`config.mk`:
```
export PLATFORM = sky130hd
export DESIGN_NAME = beep_sequencer_flat
export DESIGN_NICKNAME = d
export VERILOG_FILES = /design/src/rtl/beep_seq_if.sv /design/src/rtl/beep_sequencer.sv /design/src/flat_wrapper.sv
export SDC_FILE = /design/constraint.sdc
export NUM_CORES = 1
export LEC_CHECK = 0
export CAP_MARGIN = 40
export CORE_UTILIZATION = 40
export CTS_BUF_LIST = sky130_fd_sc_hd__clkbuf_16
export DETAILED_ROUTE_END_ITERATION = 8
export GPL_ROUTABILITY_DRIVEN = 0
export HOLD_SLACK_MARGIN = 0.12
export SLEW_MARGIN = 20
export SYNTH_ARGS = -nofsm -noshare
export SYNTH_HDL_FRONTEND = slang
export SYNTH_SLANG_ARGS = --single-unit
```
`constraint.sdc`:
```
create_clock -name CLK -period 8.3 [get_ports CLK]
set_clock_uncertainty 0.2 [all_clocks]
set_input_delay 1.66 -clock CLK [delete_from_list [all_inputs] [get_ports CLK]]
set_output_delay 1.66 -clock CLK [all_outputs]
set_load 0.02 [all_outputs]
```
`src/rtl/beep_seq_if.sv`:
```
// CPU-side port bundle of the beep sequencer: tone-word write port, control inputs and status outputs.
interface beep_seq_if #(
  parameter int DEPTH_LOG2 = 3
);
  logic                  WR;
  logic [15:0]           WDATA;
  logic                  CLR;
  logic                  IRQ_EN;
  logic [7:0]            CTL_OUT;
  logic                  BUSY;
  logic                  EMPTY;
  logic                  FULL;
  logic [DEPTH_LOG2:0]   LEVEL;
  logic                  OVF;
  logic                  IRQ;

  modport master (
    output WR, WDATA, CLR, IRQ_EN,
    input  CTL_OUT, BUSY, EMPTY, FULL, LEVEL, OVF, IRQ
  );

  modport slave (
    input  WR, WDATA, CLR, IRQ_EN,
    output CTL_OUT, BUSY, EMPTY, FULL, LEVEL, OVF, IRQ
  );
endinterface

```
`src/rtl/beep_sequencer.sv`:
```
// Plays queued {duration, tone} words back-to-back onto the beeper CTL byte, silence when the queue drains.
// Define BEEP_SEQ_IRQ_EN to enable the low-water interrupt; otherwise IRQ is held at 0.
module beep_sequencer #(
  parameter int DEPTH_LOG2 = 3,
  parameter int PRESC      = 50000,
  parameter int PRESC_W    = 16,
  parameter int LOW_MARK   = 2
) (
  input  logic      CLK,
  input  logic      nRST,
  beep_seq_if.slave bus
);
  localparam int DEPTH = 1 << DEPTH_LOG2;
  localparam int LW    = DEPTH_LOG2 + 1;

  typedef enum logic {IDLE, PLAY} state_t;

  state_t                state_reg, state_next;
  logic [15:0]           mem [DEPTH];
  logic [DEPTH_LOG2-1:0] wr_ptr_reg, rd_ptr_reg;
  logic [LW-1:0]         level_reg, level_next;
  logic                  empty_reg, full_reg, ovf_reg, irq_reg, irq_next;
  logic                  busy_reg, busy_next;
  logic [7:0]            ctl_reg, ctl_next;
  logic [8:0]            rem_reg, rem_next;
  logic [PRESC_W-1:0]    presc_reg, presc_next;
  logic                  pop, push, tick;
  logic [15:0]           head;

  // Head is read combinationally so a pop can load the tone on the same edge (gapless chaining).
  assign head = mem[rd_ptr_reg];
  assign tick = (presc_reg == PRESC_W'(PRESC - 1));

  always_comb begin
    state_next = state_reg;
    ctl_next   = ctl_reg;
    busy_next  = busy_reg;
    rem_next   = rem_reg;
    presc_next = presc_reg;
    pop        = 1'b0;
    if (bus.CLR) begin
      state_next = IDLE;
      ctl_next   = 8'h00;
      busy_next  = 1'b0;
      rem_next   = 9'd0;
      presc_next = '0;
    end else begin
      case (state_reg)
        IDLE: pop = !empty_reg;
        PLAY: begin
          if (tick) begin
            presc_next = '0;
            if (rem_reg == 9'd1) begin
              if (!empty_reg) begin
                pop = 1'b1;
              end else begin
                state_next = IDLE;
                ctl_next   = 8'h00;
                busy_next  = 1'b0;
                rem_next   = 9'd0;
              end
            end else begin
              rem_next = rem_reg - 9'd1;
            end
          end else begin
            presc_next = presc_reg + PRESC_W'(1);
          end
        end
        default: state_next = IDLE;
      endcase
      if (pop) begin
        state_next = PLAY;
        ctl_next   = head[7:0];
        busy_next  = 1'b1;
        // A zero duration byte means 256 ticks.
        rem_next   = {head[15:8] == 8'd0, head[15:8]};
        presc_next = '0;
      end
    end
  end

  assign push = bus.WR && !bus.CLR && (!full_reg || pop);

  always_comb begin
    level_next = level_reg;
    if (bus.CLR) begin
      level_next = '0;
    end else if (push && !pop) begin
      level_next = level_reg + LW'(1);
    end else if (pop && !push) begin
      level_next = level_reg - LW'(1);
    end
  end

`ifdef BEEP_SEQ_IRQ_EN
  assign irq_next = bus.IRQ_EN && busy_next && (level_next <= LW'(LOW_MARK));
`else
  logic unused_irq_en;
  assign unused_irq_en = bus.IRQ_EN;
  assign irq_next      = 1'b0;
`endif

  always_ff @(posedge CLK) begin
    if (push) begin
      mem[wr_ptr_reg] <= bus.WDATA;
    end
  end

  always_ff @(posedge CLK) begin
    if (!nRST) begin
      state_reg  <= IDLE;
      ctl_reg    <= 8'h00;
      busy_reg   <= 1'b0;
      rem_reg    <= 9'd0;
      presc_reg  <= '0;
      wr_ptr_reg <= '0;
      rd_ptr_reg <= '0;
      level_reg  <= '0;
      empty_reg  <= 1'b1;
      full_reg   <= 1'b0;
      ovf_reg    <= 1'b0;
      irq_reg    <= 1'b0;
    end else begin
      state_reg <= state_next;
      ctl_reg   <= ctl_next;
      busy_reg  <= busy_next;
      rem_reg   <= rem_next;
      presc_reg <= presc_next;
      level_reg <= level_next;
      empty_reg <= (level_next == '0);
      full_reg  <= (level_next == LW'(DEPTH));
      irq_reg   <= irq_next;
      if (bus.CLR) begin
        wr_ptr_reg <= '0;
        rd_ptr_reg <= '0;
        ovf_reg    <= 1'b0;
      end else begin
        if (push) wr_ptr_reg <= wr_ptr_reg + DEPTH_LOG2'(1);
        if (pop)  rd_ptr_reg <= rd_ptr_reg + DEPTH_LOG2'(1);
        if (bus.WR && full_reg && !pop) ovf_reg <= 1'b1;
      end
    end
  end

  assign bus.CTL_OUT = ctl_reg;
  assign bus.BUSY    = busy_reg;
  assign bus.EMPTY   = empty_reg;
  assign bus.FULL    = full_reg;
  assign bus.LEVEL   = level_reg;
  assign bus.OVF     = ovf_reg;
  assign bus.IRQ     = irq_reg;
endmodule

```
`src/flat_wrapper.sv`:
```
// flat-port wrapper written by rule: the top's interface ports become plain ports
module beep_sequencer_flat 
#(
  parameter int DEPTH_LOG2 = 3,
  parameter int PRESC      = 50000,
  parameter int PRESC_W    = 16,
  parameter int LOW_MARK   = 2
)
  (CLK, nRST, bus_WR, bus_WDATA, bus_CLR, bus_IRQ_EN, bus_CTL_OUT, bus_BUSY, bus_EMPTY, bus_FULL, bus_LEVEL, bus_OVF, bus_IRQ);
  beep_seq_if #(.DEPTH_LOG2(DEPTH_LOG2)) bus_i ();
  input  logic CLK;
  input  logic nRST;
  input wire logic [$bits(bus_i.WR)-1:0] bus_WR;
  input wire logic [$bits(bus_i.WDATA)-1:0] bus_WDATA;
  input wire logic [$bits(bus_i.CLR)-1:0] bus_CLR;
  input wire logic [$bits(bus_i.IRQ_EN)-1:0] bus_IRQ_EN;
  output wire logic [$bits(bus_i.CTL_OUT)-1:0] bus_CTL_OUT;
  output wire logic [$bits(bus_i.BUSY)-1:0] bus_BUSY;
  output wire logic [$bits(bus_i.EMPTY)-1:0] bus_EMPTY;
  output wire logic [$bits(bus_i.FULL)-1:0] bus_FULL;
  output wire logic [$bits(bus_i.LEVEL)-1:0] bus_LEVEL;
  output wire logic [$bits(bus_i.OVF)-1:0] bus_OVF;
  output wire logic [$bits(bus_i.IRQ)-1:0] bus_IRQ;
  assign bus_i.WR = bus_WR;
  assign bus_i.WDATA = bus_WDATA;
  assign bus_i.CLR = bus_CLR;
  assign bus_i.IRQ_EN = bus_IRQ_EN;
  assign bus_CTL_OUT = bus_i.CTL_OUT;
  assign bus_BUSY = bus_i.BUSY;
  assign bus_EMPTY = bus_i.EMPTY;
  assign bus_FULL = bus_i.FULL;
  assign bus_LEVEL = bus_i.LEVEL;
  assign bus_OVF = bus_i.OVF;
  assign bus_IRQ = bus_i.IRQ;
  beep_sequencer #(.DEPTH_LOG2(DEPTH_LOG2), .PRESC(PRESC), .PRESC_W(PRESC_W), .LOW_MARK(LOW_MARK)) u_core (.CLK(CLK), .nRST(nRST), .bus(bus_i));
endmodule
```
* Word-level counts from Yosys, hierarchy flattened
Memory sizes are Yosys's and may differ from the RTL's. A register that Yosys moved wholly into a read port is not among the register bits. Index checks and enable logic that the tools add are counted.
Word-level totals: logic and storage cells 79, memories kept 1, bits of input ports 21, flip-flop bits (word level) 48, output and inout port bits 17, memory bits (writable) 128
Operators by class: add/sub/neg operators 6, mux-type cells 33, eq/ne operators 4, reduce and logical (&&, ||, !) cells 22, bitwise gates (word level) 2
Memories:
- u_core.mem | words 8, bits a word 16, rd ports 1, clocked after memory_dff 1, write ports 1, line beep_sequencer.sv:19 | logic [15:0] mem [DEPTH];
Operators with widths (count):
- $mux 9 | 5
- $mux 8 | 5
- $add 16x1->16 const B | 1
- $eq 16x16->1 const B | 1
- $mux 1 | 16
- $mux 16 | 1
- $mux 4 | 3
- $eq 9x1->1 const B | 1
- $sub 9x1->9 const B | 1
- $logic_not 8->1 | 1
- $reduce_bool 2->1 | 4
- $add 3x1->3 const B | 2
- $logic_and 1x1->1 | 6
- $mux 3 | 2
- $logic_not 1->1 | 5
- $add 4x1->4 const B | 1
- $eq 4x4->1 const B | 1
- $logic_not 4->1 | 1
- $reduce_and 4->1 | 1
- $sub 4x1->4 const B | 1
- $ne 3x2->1 const B | 1
- $reduce_and 3->1 | 1
- $reduce_or 3->1 | 1
- $not 1->1 | 2
- other kinds (3) | 3

* Longest topological paths before layout
depth after elaboration 14, mapped depth 9, mapped depth without buffers 8

* Least setup slack after synthesis
No wires, ideal clock.
path type in2reg, start input bus_CLR, end memory u_core.mem[1][0], enable pin, data required time 7.691 ns, slack 4.083 ns, arrival 3.608 ns, path buffers 1, library setup time 0.409 ns, cell stages on the path 5, path through clkbuf_1 -> nand2b_1 -> a21o_1 -> or2_1 -> nor3_1
Between the ends: longest elaborated chain between the ends 5, elaborated cells between the ends (all ways) 7, those cells by class 3 x mux; 4 x reduce/logical
RTL lines:
- start, declared | line flat_wrapper.sv:15 | input wire logic [$bits(bus_i.CLR)-1:0] bus_CLR;
- $mux 1 / $logic_not 1->1 (equally long branches) | line beep_sequencer.sv:41, beep_sequencer.sv:82
- $logic_or 1x1->1 / $logic_and 1x1->1 (equally long branches) | line beep_sequencer.sv:82 | assign push = bus.WR && !bus.CLR && (!full_reg || pop);
- $logic_and 1x1->1 * | line beep_sequencer.sv:82
- $mux 1 * | line beep_sequencer.sv:104 | if (push) begin
- $mux 1 (implied by the code) * | line beep_sequencer.sv:105 | mem[wr_ptr_reg] <= bus.WDATA;
- end, declared | line beep_sequencer.sv:19
Every way passes the cells marked *; elsewhere a longest branch is shown, timed or not.

* Final worst setup path
start input bus_CLR, end memory u_core.mem[3][0], enable pin
The elaborated chain is that of the path after synthesis.

==> metrics.txt <==
initial antenna violation count 0; #FFs+latches synth ~180; 1st-pass router iterations 5; Layout Nets 555; Die H roughly 140 um; CTS tree yes; vias per cell roughly 5.2; Pwr per Cell Area approximately 230 mW/mm2; Switch Pwr 477.4 uW; Core Area 0.01754 mm2; Final ANT Viol Nets 0; die width between 100 and 150 um; Fillers 1,501; max FFs per register around 130; postcts setup bufs 0; drc violations 0; Antenna Cells 0; Root Buffer Master clkbuf_16; count of final setup violators 0; Slew Limit Fails 0; sequential element share of the synthesized area between 60 and 70%; Synth-to-Final Area Change 17.36%; Die Area 0.01875 mm2; crit-path cells clkdlybuf4s50_1, nand2b_1, a21o_1, or2_1, nor2_1, buf_4; Setup Total Neg Slack 0 ps; vias in the first global route about 4,100; fmax 0.2760 GHz; max cap viols 0; initial core utilization 41.52%; synthesized area 0.007281 mm2; routed vias 3,982; dpl hpwl 8422 um; switching share of power 24.01%; Final Hold Violating Endpoints 0; Crit path max-delay family buffers and inverters; R2R setup slack 5140 ps; run status complete, no violations; CP max stage delay between 500 and 600 ps; Main synth FF type edfxtp_1; fin crit share 43.66%; total power 1989 uW; Hold Buf Count CTS 0; Post-CTS Resized 0; CTS Sinks ~180; LEAKAGE 0.002794 uW; CTS max path bufs 2; Startpoint Class primary input; number of port buffers 35; post-synthesis instance total 483; Setup CP Type primary input to register; DRT iter0 DRCs around 220; combinational share of power 9.1%; largest net degree at the start of global routing 33; Clk pwr share 41.5%; Period minus WS final 3623 ps; Worst-Skew Late Latency around 430 ps; first-pass GRT wire length roughly 22,000 um; io pins 38; Async S/R FF share, synth 0%; Setup WS post-layout 4677 ps; Max FO, Critical Path 16; Num CTS Buffers 17; Hold WC Path Type register to register; CP max-delay cell clkdlybuf4s50_1; worst-margin pin slew 655.0 ps; num rows 48; CP Capture Type register; worst path arrival time 3530 ps; Synthesized Nets slightly above 500; GR Util All Layers 16.32%; Peak VDD IR 0.1593 mV; final wirelength 13,790 um; yosys warns 0; Slew Limit Headroom 56.33%; setup slack after placement 4235 ps; EDFF count, synth 128; WP data required 8210 ps; Buf/Inv on CP 2; H-Tree Depth 4; layout cell share with drive strength beyond 1 16.85%; sequential fraction of design power approximately half; count of different cell masters after synthesis 53; Routed WL per cell 18.02 um; Pint 1511 uW; Clock transition at path regs roughly 70 ps; unrepaired setup endpoints after global routing no; Syn Area/Cell ~15 um2; Overflow after GRT 0
-- Yosys cell counts (all sizes together), types with 3 or more instances --
| cell type | n | share of area (%) |
|---|---|---|
| xnor2 | 6 | 0.72 |
| nor4b | 3 | 0.65 |
| nor3b | 3 | 0.31 |
| ha | 7 | 1.2 |
| edfxtp | 128 | 53 |
| nand3 | 6 | 0.41 |
| xor2 | 15 | 1.8 |
| nor3 | 9 | 0.69 |
| nor2 | 67 | 3.5 |
| and2 | 3 | 0.26 |
| buf | 13 | 1.1 |
| a22oi | 4 | 0.41 |
| nand2 | 17 | 0.88 |
| nand4 | 4 | 0.34 |
| dfxtp | 51 | 14 |
| and3 | 4 | 0.34 |
| or4 | 3 | 0.31 |
| inv | 9 | 0.46 |
| o21ai | 12 | 0.82 |
| nor2b | 3 | 0.26 |
| nand2b | 6 | 0.52 |
| mux2i | 21 | 2.9 |
| a21oi | 16 | 1.1 |
| nor4 | 5 | 0.64 |
| mux4 | 32 | 9.9 |
| clkbuf | 11 | 0.57 |
-- worst paths after layout --
| path | start | to | cells past startpoint |
|---|---|---|---|
| max | bus_CLR | u_core.mem[3][0]$_DFFE_PP_ | 6 |
| max reg2reg | u_core.presc_reg[0]$_SDFFE_PP0P_ | u_core.mem[3][0]$_DFFE_PP_ | 9 |
| min | u_core.bus.BUSY$_SDFFE_PP0P_ | u_core.bus.BUSY$_SDFFE_PP0P_ | 2 |
| min reg2reg | u_core.bus.BUSY$_SDFFE_PP0P_ | u_core.bus.BUSY$_SDFFE_PP0P_ | 2 |
-- cells in the final DEF, fill, tap and decap left out, types with 2 or more instances in the layout --
master,count
inv_1,9
xnor2_1,6
a21oi_1,16
nor2b_1,3
nand3_1,6
nor3_2,3
xor2_1,15
nor2_1,67
nor3_1,6
and2_1,3
and3_1,4
o32ai_1,2
clkinv_4,2
a31oi_1,2
a211oi_1,2
clkinvlp_4,2
clkdlybuf4s50_1,35
dfxtp_1,50
inv_8,6
a22oi_1,4
nor4_1,4
o21ai_0,12
nand2b_1,6
nor3b_1,3
mux2i_1,21
edfxtp_1,128
or4_1,3
o22ai_1,2
a21o_1,2
nand4_1,4
ha_1,7
buf_4,13
mux4_2,32
bufinv_16,2
clkbuf_16,17
nand2_1,17
-- worst reg2reg max path: cells and delay by family, from the launching register on --
| kind | cells | cell delay [ps] |
|---|---|---|
| and+or+nand+nor | 4 | 910 |
| AOI/OAI and AO/OA | 2 | 540 |
| buffers and inverters | 2 | 590 |
| adders and majority gates | 1 | 230 |
| DFF | 1 | 370 |
-- layout make-up --
| type | instances | area, um2 | area share [%] |
|---|---|---|---|
| Sequential cell | 179 | 4866 | 56.95 |
| Multi-Input combinational cell | 271 | 2272 | 26.59 |
| Timing Repair Buffer | 49 | 475.5 | 5.565 |
| Clock buffer | 17 | 425.4 | 4.979 |
| Tap cell | 225 | 281.5 | 3.295 |
| Clock inverter | 15 | 190.2 | 2.226 |
| Inverter | 9 | 33.78 | 0.3954 |
-- through the flow --
| stage | instances | utilization (%) | hold slack, ps | area [um2] |
|---|---|---|---|---|
| floorplan | 483 | - | 253.6 | 7281 |
| global placement | 732 | 45.06 | 256.8 | 7901 |
| detailed placement | 733 | 45.21 | 272.2 | 7929 |
| CTS | 765 | 48.72 | 281.3 | 8544 |
| global route | 765 | 48.72 | 307.4 | 8544 |
| finish | 765 | 48.72 | 278.3 | 8544 |
-- cells by family after synthesis --
| logic type | count (synthesis) | share of synthesized area, % |
|---|---|---|
| compound gates | 47 | 4.331 |
| xor+xnor | 21 | 2.526 |
| fa+ha+maj | 7 | 1.203 |
| buf+inv | 33 | 2.114 |
| flops | 179 | 66.82 |
| mux | 54 | 12.94 |
| other cells | 1 | 0.05151 |
| simple gates | 141 | 10.02 |
-- routing by layer --
metal  GRT usage (%)  part of all wire (%)  wire, um  vias to the layer above
met4           5.983                  0.77       106                        0
met2           27.44                    50      6907                       71
li1                -                     -         -                     1916
met3           4.185                   4.0       546                        8
met5               0                     0         0                        -
met1           20.28                    45      6229                     1987
-- power groups by stage --
stage / sequential [uW] / clock, uW / combinational, uW
floorplan: 1000 / 0 / 123
global placement: 1000 / 0 / 172
detailed placement: 1000 / 0 / 183
CTS: 983 / 847 / 183
global route: 985 / 881 / 202
finish: 983 / 824 / 181
Power figures use the tool's default switching activity.
